[src/rtl/pc_fetch_ctrl.sv]
// Byte-wide instruction fetch sequencer: opcode fetch, two-byte jump operands, jump/halt control.
// Build option: define PC_FETCH_JZ_EN to decode opcode[7:6]=2'b10 as a conditional jump on flag_z.
module pc_fetch_ctrl (
  input  logic        clock,
  input  logic        reset,
  input  logic        run,
  output logic [15:0] mem_addr,
  output logic        mem_rd,
  input  logic [7:0]  mem_rdata,
  input  logic        mem_ready,
  output logic [7:0]  opcode,
  output logic        opcode_valid,
  output logic        jump_high,
  output logic        jump_low,
  output logic [7:0]  jump_data,
  input  logic [15:0] jump_target,
  input  logic        flag_z,
  output logic [15:0] pc,
  output logic        halted
);

  localparam int unsigned ADDR_W = 16;
  localparam int unsigned DATA_W = 8;
  localparam logic [DATA_W-1:0] OP_HALT = 8'hFF;

  typedef enum logic [2:0] {
    ST_IDLE,
    ST_FETCH_OP,
    ST_FETCH_HI,
    ST_FETCH_LO,
    ST_JUMP,
    ST_HALT
  } state_t;

  state_t            state_q;
  state_t            state_d;
  logic [ADDR_W-1:0] pc_d;
  logic [DATA_W-1:0] opcode_d;
  logic              opcode_valid_d;
  logic              halted_d;
  logic              op_is_jump;
  logic              jump_taken;

  // Opcode classes that carry a two-byte target operand
`ifdef PC_FETCH_JZ_EN
  assign op_is_jump = (mem_rdata[7:6] == 2'b01) || (mem_rdata[7:6] == 2'b10);
  assign jump_taken = (opcode[7:6] == 2'b01) || ((opcode[7:6] == 2'b10) && flag_z);
`else
  logic unused_flag_z;
  assign unused_flag_z = flag_z;
  assign op_is_jump = (mem_rdata[7:6] == 2'b01);
  assign jump_taken = (opcode[7:6] == 2'b01);
`endif

  assign mem_addr  = pc;
  assign jump_data = mem_rdata;

  // State and registered outputs
  always_ff @(posedge clock) begin
    if (reset) begin
      state_q      <= ST_IDLE;
      pc           <= '0;
      opcode       <= '0;
      opcode_valid <= 1'b0;
      halted       <= 1'b0;
    end else begin
      state_q      <= state_d;
      pc           <= pc_d;
      opcode       <= opcode_d;
      opcode_valid <= opcode_valid_d;
      halted       <= halted_d;
    end
  end

  // Next-state, next-register values and combinational strobes
  always_comb begin
    state_d        = state_q;
    pc_d           = pc;
    opcode_d       = opcode;
    opcode_valid_d = 1'b0;
    mem_rd         = 1'b0;
    jump_high      = 1'b0;
    jump_low       = 1'b0;

    case (state_q)
      ST_IDLE: begin
        if (run) state_d = ST_FETCH_OP;
      end
      ST_FETCH_OP: begin
        mem_rd = 1'b1;
        if (mem_ready) begin
          opcode_d       = mem_rdata;
          opcode_valid_d = 1'b1;
          pc_d           = ADDR_W'(pc + 16'd1);
          if (mem_rdata == OP_HALT)  state_d = ST_HALT;
          else if (op_is_jump)       state_d = ST_FETCH_HI;
          else if (run)              state_d = ST_FETCH_OP;
          else                       state_d = ST_IDLE;
        end
      end
      ST_FETCH_HI: begin
        mem_rd = 1'b1;
        if (mem_ready) begin
          jump_high = 1'b1;
          pc_d      = ADDR_W'(pc + 16'd1);
          state_d   = ST_FETCH_LO;
        end
      end
      ST_FETCH_LO: begin
        mem_rd = 1'b1;
        if (mem_ready) begin
          jump_low = 1'b1;
          pc_d     = ADDR_W'(pc + 16'd1);
          state_d  = ST_JUMP;
        end
      end
      ST_JUMP: begin
        if (jump_taken) pc_d = jump_target;
        state_d = run ? ST_FETCH_OP : ST_IDLE;
      end
      ST_HALT: begin
        state_d = ST_HALT;
      end
      default: begin
        state_d = ST_IDLE;
      end
    endcase

    // Reset wins over anything the current state would request this cycle
    if (reset) begin
      mem_rd    = 1'b0;
      jump_high = 1'b0;
      jump_low  = 1'b0;
    end

    halted_d = (state_d == ST_HALT);
  end

endmodule

[config.mk]
export PLATFORM = sky130hd
export DESIGN_NAME = pc_fetch_ctrl
export DESIGN_NICKNAME = d
export VERILOG_FILES = /design/src/rtl/pc_fetch_ctrl.sv
export SDC_FILE = /design/constraint.sdc
export NUM_CORES = 1
export LEC_CHECK = 0
export CAP_MARGIN = 30
export CORE_MARGIN = 2
export CORE_UTILIZATION = 39
export CTS_BUF_LIST = sky130_fd_sc_hd__clkbuf_2
export DETAILED_ROUTE_END_ITERATION = 7
export PLACE_DENSITY_LB_ADDON = 0.05
export REMOVE_ABC_BUFFERS = 1
export SLEW_MARGIN = 20
export SYNTH_ARGS = -nofsm -noshare
export SYNTH_HDL_FRONTEND = slang
export SYNTH_SLANG_ARGS = --single-unit
[constraint.sdc]
create_clock -name clock -period 1.85 [get_ports clock]
set_clock_uncertainty 0.15 [all_clocks]
set_input_delay 0.37 -clock clock [delete_from_list [all_inputs] [get_ports clock]]
set_output_delay 0.37 -clock clock [all_outputs]
set_load 0.005 [all_outputs]
==> flow_summary.rst <==
.. list-table::
   :header-rows: 1

   * - Metric
     - Value
   * - Number of setup violations in the final report
     - 0
   * - Most common cell after layout, fill and taps aside
     - buf_4
   * - Syn Std Cell Area
     - between 1500 and 2000 sq um
   * - Number of synthesized register bits
     - 29
   * - Peak clock frequency supported by timing
     - 541.1 MHz
   * - Number of buffers and inverters on the critical path
     - 4
   * - Pre-CTS WS
     - -0.4665 ns
   * - Sequential area share after synthesis
     - 32.24%
   * - Cell count after placement
     - ~380
   * - CP max FO
     - 8
   * - Pin count of the biggest net entering global routing
     - 32
   * - Routed via count divided by cell count
     - 5.190
   * - Antenna fix cells
     - 0
   * - Horizontal extent of the die
     - 71.95 microns
   * - DP Area
     - between 2000 and 3000 sq um
   * - Share of cells above drive strength 1
     - 29.45%
   * - Commonest cells after routing, fill and taps aside
     - 49 x buf_4, 43 x clkdlybuf4s50_1, 34 x dlygate4sd2_1
   * - Via count of the first global-routing pass
     - around 1.9k
   * - Static Leakage
     - 1.234 nW
   * - Final weighted congestion in routability-driven placement
     - 0.8356
   * - Peak supply drop
     - 0.0002320 V
   * - CP max stage cell
     - dfxtp_4
   * - Max-slew violation count
     - 0
   * - Area inside the core boundary
     - 4414 sq um
   * - Clock tree from TritonCTS
     - yes
   * - Clock buffer count from CTS
     - 5
   * - Crit path required time
     - 1.94 ns
   * - Non-filler cells, final
     - 395
   * - Setup TNS
     - 0 ns
   * - Synth warnings
     - 0
   * - Count of cell types in the netlist
     - 42
   * - Num ports
     - 82
   * - Synthesized area per cell
     - around 7.6 sq um
   * - Worst setup EP type
     - flip-flop
   * - Final Hold Vio Count
     - 0
   * - Number of antenna violations at the first check in global routing
     - 0
   * - Final Instance Area
     - 2972 sq um
   * - Final-stage net count
     - between 300 and 400
   * - Count of max-cap constraint violations
     - 0
   * - Worst hold slack across all endpoints
     - 0.3175 ns
   * - Antenna Nets Post-Route
     - 0
   * - Data arrival time of the critical path
     - 1.94 ns
   * - Worst max-slew margin expressed relative to the limit
     - 78.22%
   * - Half-perimeter wire length after detailed placement
     - between 3000 and 4000 microns
   * - Final Power
     - 1.227 mW
   * - Total Routed Length
     - 5626 microns
   * - Die footprint
     - 5176 sq um
   * - Core Rows
     - 24
   * - RSZ-0062 raised after global routing
     - true
   * - Initial cell density of the core
     - 40.79%
   * - Hold crit path type
     - reg2reg
   * - Critical path, cell by cell
     - buf_6 -> buf_4 -> nor3b_4 -> buf_4 -> buf_12 -> or3_1 -> o21ai_1 -> a211oi_2
   * - DR vias
     - 2050
   * - Iteration-0 DRC count of the detailed router
     - between 70 and 80
   * - Register clock-pin slew on the reported worst setup and hold paths
     - between 0.15 and 0.2 ns
   * - Gate count after technology mapping
     - around 240
   * - Root buffer cell
     - clkbuf_2
   * - Type of element launching the critical path
     - flip-flop
   * - Worst path setup slack after routing
     - 0.002026 ns
   * - Least-Margin Pin Slew
     - 0.3237 ns
   * - Die H
     - 71.95 microns
   * - Max incr delay on CP
     - roughly 0.37 ns
   * - First-pass GRT wire length
     - 8631 microns
   * - Total DRC errors in the routed layout
     - 0
   * - Final Critical Period
     - between 1.5 and 2 ns
   * - Area growth from synthesis to final layout
     - 65.05%
   * - Power density relative to cell area
     - a little over 400 nW/um^2
   * - Critical Path Most Common Cell
     - buf_4
   * - Final global-route overflow total
     - 0
   * - Total of fill cells in the finished design
     - 400
   * - Count of buffers inserted at the top-level ports
     - 80
   * - CP top delay family
     - buffers and inverters
   * - H-tree depth
     - 2
   * - Count of clock tree sinks
     - 29
   * - Post-route fraction of the period consumed by the critical path
     - 99.89%
   * - DRT Pass-1 Iters
     - 4
   * - Worst-skew pair later-pin latency
     - 0.36 ns
   * - Utilization after layout
     - 67.32%
   * - Outcome
     - completed
   * - Buffer levels on the longest clock path
     - 2
   * - Category of the critical setup timing path
     - reg2reg
   * - Aggregate global-route resource usage
     - 21.00%
   * - Wire per inst
     - ~14 microns
## cells in the mapped netlist, drive strengths merged
master	number	area, sq um
a211oi	3	22.52
a21o	2	15.01
a21oi	25	125.1
a22oi	4	30.03
a311oi	1	8.760
a31o	1	8.760
a31oi	3	18.77
and2	7	43.79
and3	1	6.260
and4	3	26.28
and4b	1	10.01
buf	29	216.5
clkbuf	8	30.03
dfxtp	29	580.6
ha	1	12.51
inv	5	18.77
nand2	31	116.4
nand2b	4	25.02
nand3	7	35.03
nand4	7	43.79
nor2	10	37.54
nor2b	6	37.54
nor3	8	40.04
nor3b	2	15.01
nor4	2	12.51
nor4b	1	8.760
o21a	1	7.510
o21ai	18	90.09
o21bai	1	7.510
o22a	2	26.28
o22ai	2	18.77
o2bb2ai	2	17.52
o31a	3	26.28
o32ai	3	26.28
or3	3	18.77
or3b	1	8.760
or4	1	7.510
## sequential cells by signal (all words and copies together) (netlist names)
name and count:
opcode 8, state_q 3, mem_addr 16, opcode_valid 1, halted 1
## area by class of cell
| cell class | count | area, sq um | share of cell area [%] |
|---|---|---|---|
| clock buffers | 5 | 25.02 | 0.8421 |
| well taps | 52 | 65.06 | 2.189 |
| repair buffers | 134 | 1190 | 40.04 |
| flip-flops and latches | 29 | 616.8 | 20.76 |
| multi-input cells | 167 | 1044 | 35.12 |
| clock inverters | 3 | 12.51 | 0.4211 |
| inverters | 5 | 18.77 | 0.6316 |
## path summary, 6_finish.rpt
| check | from | endpoint | slack, ns | cells after the start |
|---|---|---|---|---|
| setup / recovery | state_q[2] | mem_addr[6] | 0.002 | 8 |
| hold / removal | opcode[3] | opcode[3] | 0.32 | 2 |
| setup reg to reg | state_q[2] | mem_addr[6] | 0.002 | 8 |
| hold reg to reg | opcode[3] | opcode[3] | 0.32 | 2 |
## routing by layer
| layer | routed length, microns | track usage [%] | share of wire [%] |
|---|---|---|---|
| met4 | 58 | 6.709 | 1.0 |
| met2 | 2851 | 36.52 | 51 |
| met1 | 2400 | 25.11 | 43 |
| met5 | 0 | 0 | 0 |
| met3 | 315 | 5.833 | 5.6 |
## where the power goes
| group | switching [mW] | internal (mW) | leakage (nW) |
|---|---|---|---|
| registers | 0.0170 | 0.637 | 0.246 |
| logic | 0.106 | 0.155 | 0.960 |
| clock network | 0.229 | 0.0827 | 0.0278 |
| total | 0.353 | 0.875 | 1.23 |
## worst min-delay path, delay by kind of cell, from the launching register on
kind               cells  cell delay (ns)
DFF                    1             0.34
and+or+nand+nor        1             0.05
AOI/OAI and AO/OA      1             0.05
## cells by family after synthesis
| kind of cell | synth area share [%] |
|---|---|
| compound gates | 24.95 |
| fa+ha+maj | 0.6948 |
| buf+inv | 14.73 |
| flops | 32.24 |
| simple gates | 27.38 |
## timing repair
item                                    4_1_cts  5_1_grt
hold buffers                                  0        0
resized for setup                            69       26
endpoints found under the setup margin       43       27
pin swaps                                     0        6
hold endpoints to repair                      0        0
buffers inserted                              4        8
gates cloned                                  0        1
Note: power is estimated with default switching activity, not from simulation.
==> edit 1: new RTL, config.mk and constraints unchanged <==
The option `PC_FETCH_JZ_EN` is turned on by a define.
--- a/src/rtl/pc_fetch_ctrl.sv
+++ b/src/rtl/pc_fetch_ctrl.sv
@@ -2,2 +2,4 @@
 // Build option: define PC_FETCH_JZ_EN to decode opcode[7:6]=2'b10 as a conditional jump on flag_z.
+`define PC_FETCH_JZ_EN
+
 module pc_fetch_ctrl (
Behaviour: not the same (Yosys sat finds a counterexample within 4 cycles, from zero or initial values and one cycle with reset high).
==> edit 1 against the original RTL <==
Total power is 10% higher. Sequential cell count unchanged. Clock power is 2% higher. Global-route usage rose by 1.4 points. Area after synthesis rose by 9.8%. Design area up 11%. Non-clock buffer count grew 9. Setup slack gained 0.017 ns. Wire length increased by 14%. First-iteration DRC count grew 74%. Count of clock-buffer cells in the layout up 1. Sequential power about the same. Largest power group unchanged.
==> edit 1: results (changes against the original RTL) <==
Syn. warnings 0 (unchanged); vias per cell 5.33 (+2.8%); initial DRC count 127 (+74%); post-DR wirelength/cell 15.0 um (+5.6%); Max clock buf depth 2 (unchanged); Clock Latency Late Sink 0.37 ns; first-pass GRT wire length 9.82 mm (+14%); total CTS buffers 5 (unchanged); Placed Area 2980 um^2 (+8.2%); met3 Track Usage GR 6.16% (+0.32 points); Leak 0.00141 uW (+14%); fraction of layout cells with a size suffix above 1 34.9% (+5.5 points); Rel. slew slack 75.1% (-3.1 points); Top FF cell, synth dfxtp_1; GR Util met1 28.3% (+3.2 points); pin count of the biggest net entering global routing 19 (-41%); Layout Nets 392 (+5.4%); CP Data Arrival Time 1.96 ns (+0.02 ns); hold crit path type reg2reg; H-tree levels 2 (unchanged); post-synth cell types 50 (+19%); outcome completed; Async SR Flop Fraction 0% (unchanged); Global Route Usage Sum 22.4% (+1.4 points); DRT Pass-1 Iters 4 (unchanged); Root Driver clkbuf_2; # diodes 0 (unchanged); sequential area share after synthesis 29.4% (-2.9 points); max reg flops 16 (unchanged); Post-synth top cells nand2_1 (30), dfxtp_1 (29), buf_4 (26), inv_1 (18), a21oi_1 (15); met2 usage 37.6% (+1.1 points); Worst IR Drop VDD 0.317 mV (+37%); clock-pin slew on the worst setup and hold paths 0.18 ns; vias in the first global route 2129 (+13%); initial antenna violation count 0 (unchanged); Final GP Congestion 0.891 (+6.7%); CP max FO 5 (-3); Post-DP HPWL 4.42 mm (+17%); Buffers on Ports 81 (+1.3%); largest cells by area after synthesis dfxtp_1 (29%), buf_4 (9.9%), nand2_1 (5.7%)
## edit 1: path summary, 6_finish.rpt
kind	from	to	slack (ns)	cells after the start
worst max-delay path	state_q[2]	mem_addr[9]	0.02	6
worst min-delay path	opcode[3]	opcode[3]	0.32	2
worst max register to register	state_q[2]	mem_addr[9]	0.02	6
worst min register to register	opcode[3]	opcode[3]	0.32	2
## edit 1: final cells by class
type / count / area [um^2]
clock buffer: 6 / 30.0
clock inverter: 1 / 3.75
fill: 431 / 1500
inverter: 18 / 67.6
multi-input combinational: 164 / 1230
sequential: 29 / 627
tap: 67 / 83.8
timing repair buffer: 143 / 1270
## edit 1: worst max-delay path, cell delays in order, from the launching register on
cell     delay (ns)
dfxtp_4        0.38
buf_6          0.11
or3b_4         0.41
a21oi_4        0.23
buf_4          0.17
a21oi_1        0.07
o32ai_1        0.24
## edit 1: cells by family (layout without fill, tap and decap cells)
logic type	Yosys count	after routing	synth area share (%)
AO/OA/AOI/OAI	75	76	29.7
flip-flops	29	29	29.4
adder cells (fa/ha/maj)	2	2	1.27
AND/OR/NAND/NOR	85	85	22.2
XOR/XNOR	1	1	0.443
buffers and inverters	56	168	17.0
## edit 1: report_power, final
part           total [uW]  leakage (uW)  internal [uW]  switching (uW)
Combinational         378       0.00113            205             173
Clock                 319     0.0000265           88.3             231
Sequential            652      0.000247            636            16.2
## edit 1: metal layers
layer	vias to the layer above	part of all wire, %
li1	1125	-
met1	1062	42
met2	89	50
met3	7	7.2
met4	0	0.89
met5	-	0
## edit 1: metrics by stage
step	hold WS (ns)	power [uW]	utilization, %	cells	worst slack (ns)
5_1_grt	0.345	1420	68.8	428	-0.0865
4_1_cts	0.318	1330	64.3	427	-0.126
6_report	0.318	1350	68.8	428	0.0194
3_3_place_gp	0.293	1030	61.8	408	-0.441
2_1_floorplan	0.286	790	-	210	-0.243
3_5_place_dp	0.299	1030	61.8	408	-0.492
## edit 1: timing repair
action                     4_1_cts  5_1_grt
setup buffers                   11        2
gates resized for setup         65       54
gates cloned                     1        0
setup endpoints to repair       51       33
pin swaps                        1        8
==> edit 2: new RTL, same flow settings <==
Made on the original files. The 6 states of `state_t` get a one-hot encoding in 6 bits.
--- a/src/rtl/pc_fetch_ctrl.sv
+++ b/src/rtl/pc_fetch_ctrl.sv
@@ -25,9 +25,9 @@
 
-  typedef enum logic [2:0] {
-    ST_IDLE,
-    ST_FETCH_OP,
-    ST_FETCH_HI,
-    ST_FETCH_LO,
-    ST_JUMP,
-    ST_HALT
+  typedef enum logic [5:0] {
+    ST_IDLE     = 6'b000001,
+    ST_FETCH_OP = 6'b000010,
+    ST_FETCH_HI = 6'b000100,
+    ST_FETCH_LO = 6'b001000,
+    ST_JUMP     = 6'b010000,
+    ST_HALT     = 6'b100000
   } state_t;
Formal check against the unedited RTL: same outputs for any inputs over 10 cycles, from zero or initial values and one cycle with reset high; not proved beyond that.
==> edit 2 against the original RTL <==
The run now ends with negative setup slack left. Non-clock buffer count rose by 24. Wire length grew 23%. Sequential cell count rose by 3. Area after synthesis grew 17%. Setup slack worse by 0.31 ns. Total power rose by 9.2%. Design area grew 21%. Clock power rose by 5%. Largest power group unchanged.
==> edit 2: results (changes against the original RTL) <==
# fillers 457 (+14%); CP peak stage delay 0.55 ns (+0.18 ns); post-DR wirelength/cell 15.2 um (+6.5%); total CTS buffers 5 (unchanged); Clock Latency Late Sink 0.38 ns (+0.02 ns); CP Data Arrival Time 1.64 ns (-0.30 ns); largest cells by area after synthesis dfxtp_1 (31%), buf_4 (8.9%), nand2_1 (5.2%); Critical-path top delay cell or4_4; Global Route Usage Sum 22.9% (+1.9 points); hold crit path type in2reg; Net Sw Frac 29.6% (+0.91 points); outcome complete, but fails checks; sequential area share after synthesis 30.5% (-1.7 points); metal3 WL 482 um (+53%); vias in the first global route 2350 (+24%); routed wl met2 3.47 mm (+22%); Final Worst Setup Slack -0.309 ns (-0.311 ns); Post-DP HPWL 4.83 mm (+27%); Rel. slew slack 65.0% (-13 points); failing checks negative setup slack; Worst IR Drop VDD 0.467 mV (+100%); first-pass GRT wire length 11.1 mm (+29%); post-synth cell types 55 (+31%); H-tree levels 2 (unchanged); initial antenna violation count 0 (unchanged); fraction of layout cells with a size suffix above 1 37.1% (+7.7 points); area of the multi-input gates 1300 um^2 (+25%); Post-CTS Hold Buffers 0 (unchanged); max reg flops 16 (unchanged); initial DRC count 125 (+71%); Post-synth top cells dfxtp_1 (32), nand2_1 (29), buf_4 (25), a21oi_1 (18), nand3_1 (12); Post-Route M1 WL 2.81 mm (+17%); CP max FO 4 (-4); Final setup violation count 20 (+20); Layout Nets 415 (+12%); pin count of the biggest net entering global routing 25 (-22%); Top delay family on crit path simple AND/OR/NAND/NOR gates; Final GP Congestion 0.865 (+3.6%); Leak 0.00173 uW (+40%); setup TNS -2.96 ns (-2.96 ns); vias per cell 5.42 (+4.5%)
## edit 2: worst paths after layout
check / endpoint / start / slack, ns / cells past startpoint
setup reg to reg: mem_addr[5] / state_q[1] / -0.24 / 5
setup / recovery: jump_high / state_q[1] / -0.31 / 4
hold / removal: opcode[1] / mem_rdata[1] / 0.25 / 3
hold reg to reg: opcode[5] / opcode[5] / 0.31 / 2
## edit 2: metal layers
metal / global-route usage [%] / vias up
met1: 27.3 / 1134
met3: 6.63 / 15
met2: 38.6 / 100
met4: 9.11 / 0
met5: 0 / -
li1: - / 1219
## edit 2: cells by family after synthesis
group | synth area share, %
fa+ha+maj | 0.596
xor+xnor | 1.25
mux | 0.954
compound gates | 27.3
buf+inv | 14.8
simple gates | 24.6
flops | 30.5
## edit 2: through the flow
step	total power (uW)	utilization [%]	cell area [um^2]	cells	setup slack [ns]
after global placement	1010	60.2	3090	421	-0.506
after detailed placement	1010	60.2	3090	421	-0.540
after floorplan	817	-	1820	220	-0.394
final	1340	70.1	3600	455	-0.309
after global routing	1410	70.1	3600	455	-0.406
after CTS	1350	65.6	3370	440	-0.372
## edit 2: layout make-up
class	instances	share of cell area (%)
Clock inverter	2	0.208
Tap cell	70	2.43
Inverter	9	0.937
Timing Repair Buffer	158	40.1
Clock buffer	5	0.694
Sequential cell	32	19.5
Multi-Input combinational cell	179	36.1
## edit 2: worst register-to-register path: cells and delay by family (launching register included)
family | cells | cell delay (ns)
compound gates | 2 | 0.51
buf+inv | 1 | 0.15
flops | 1 | 0.35
simple gates | 2 | 0.84
## edit 2: timing repair
| action | CTS | global route |
|---|---|---|
| endpoints found under the setup margin | 57 | 55 |
| gates cloned | 1 | 0 |
| setup buffers | 11 | 15 |
| gates resized for setup | 82 | 45 |
| pin swaps | 21 | 9 |
## edit 2: power groups by stage
stage	clock network, uW	registers (uW)	logic (uW)
global route	366	697	344
finish	328	694	317
floorplan	0	739	78.2
CTS	342	704	304
global placement	0	724	284
detailed placement	0	724	287
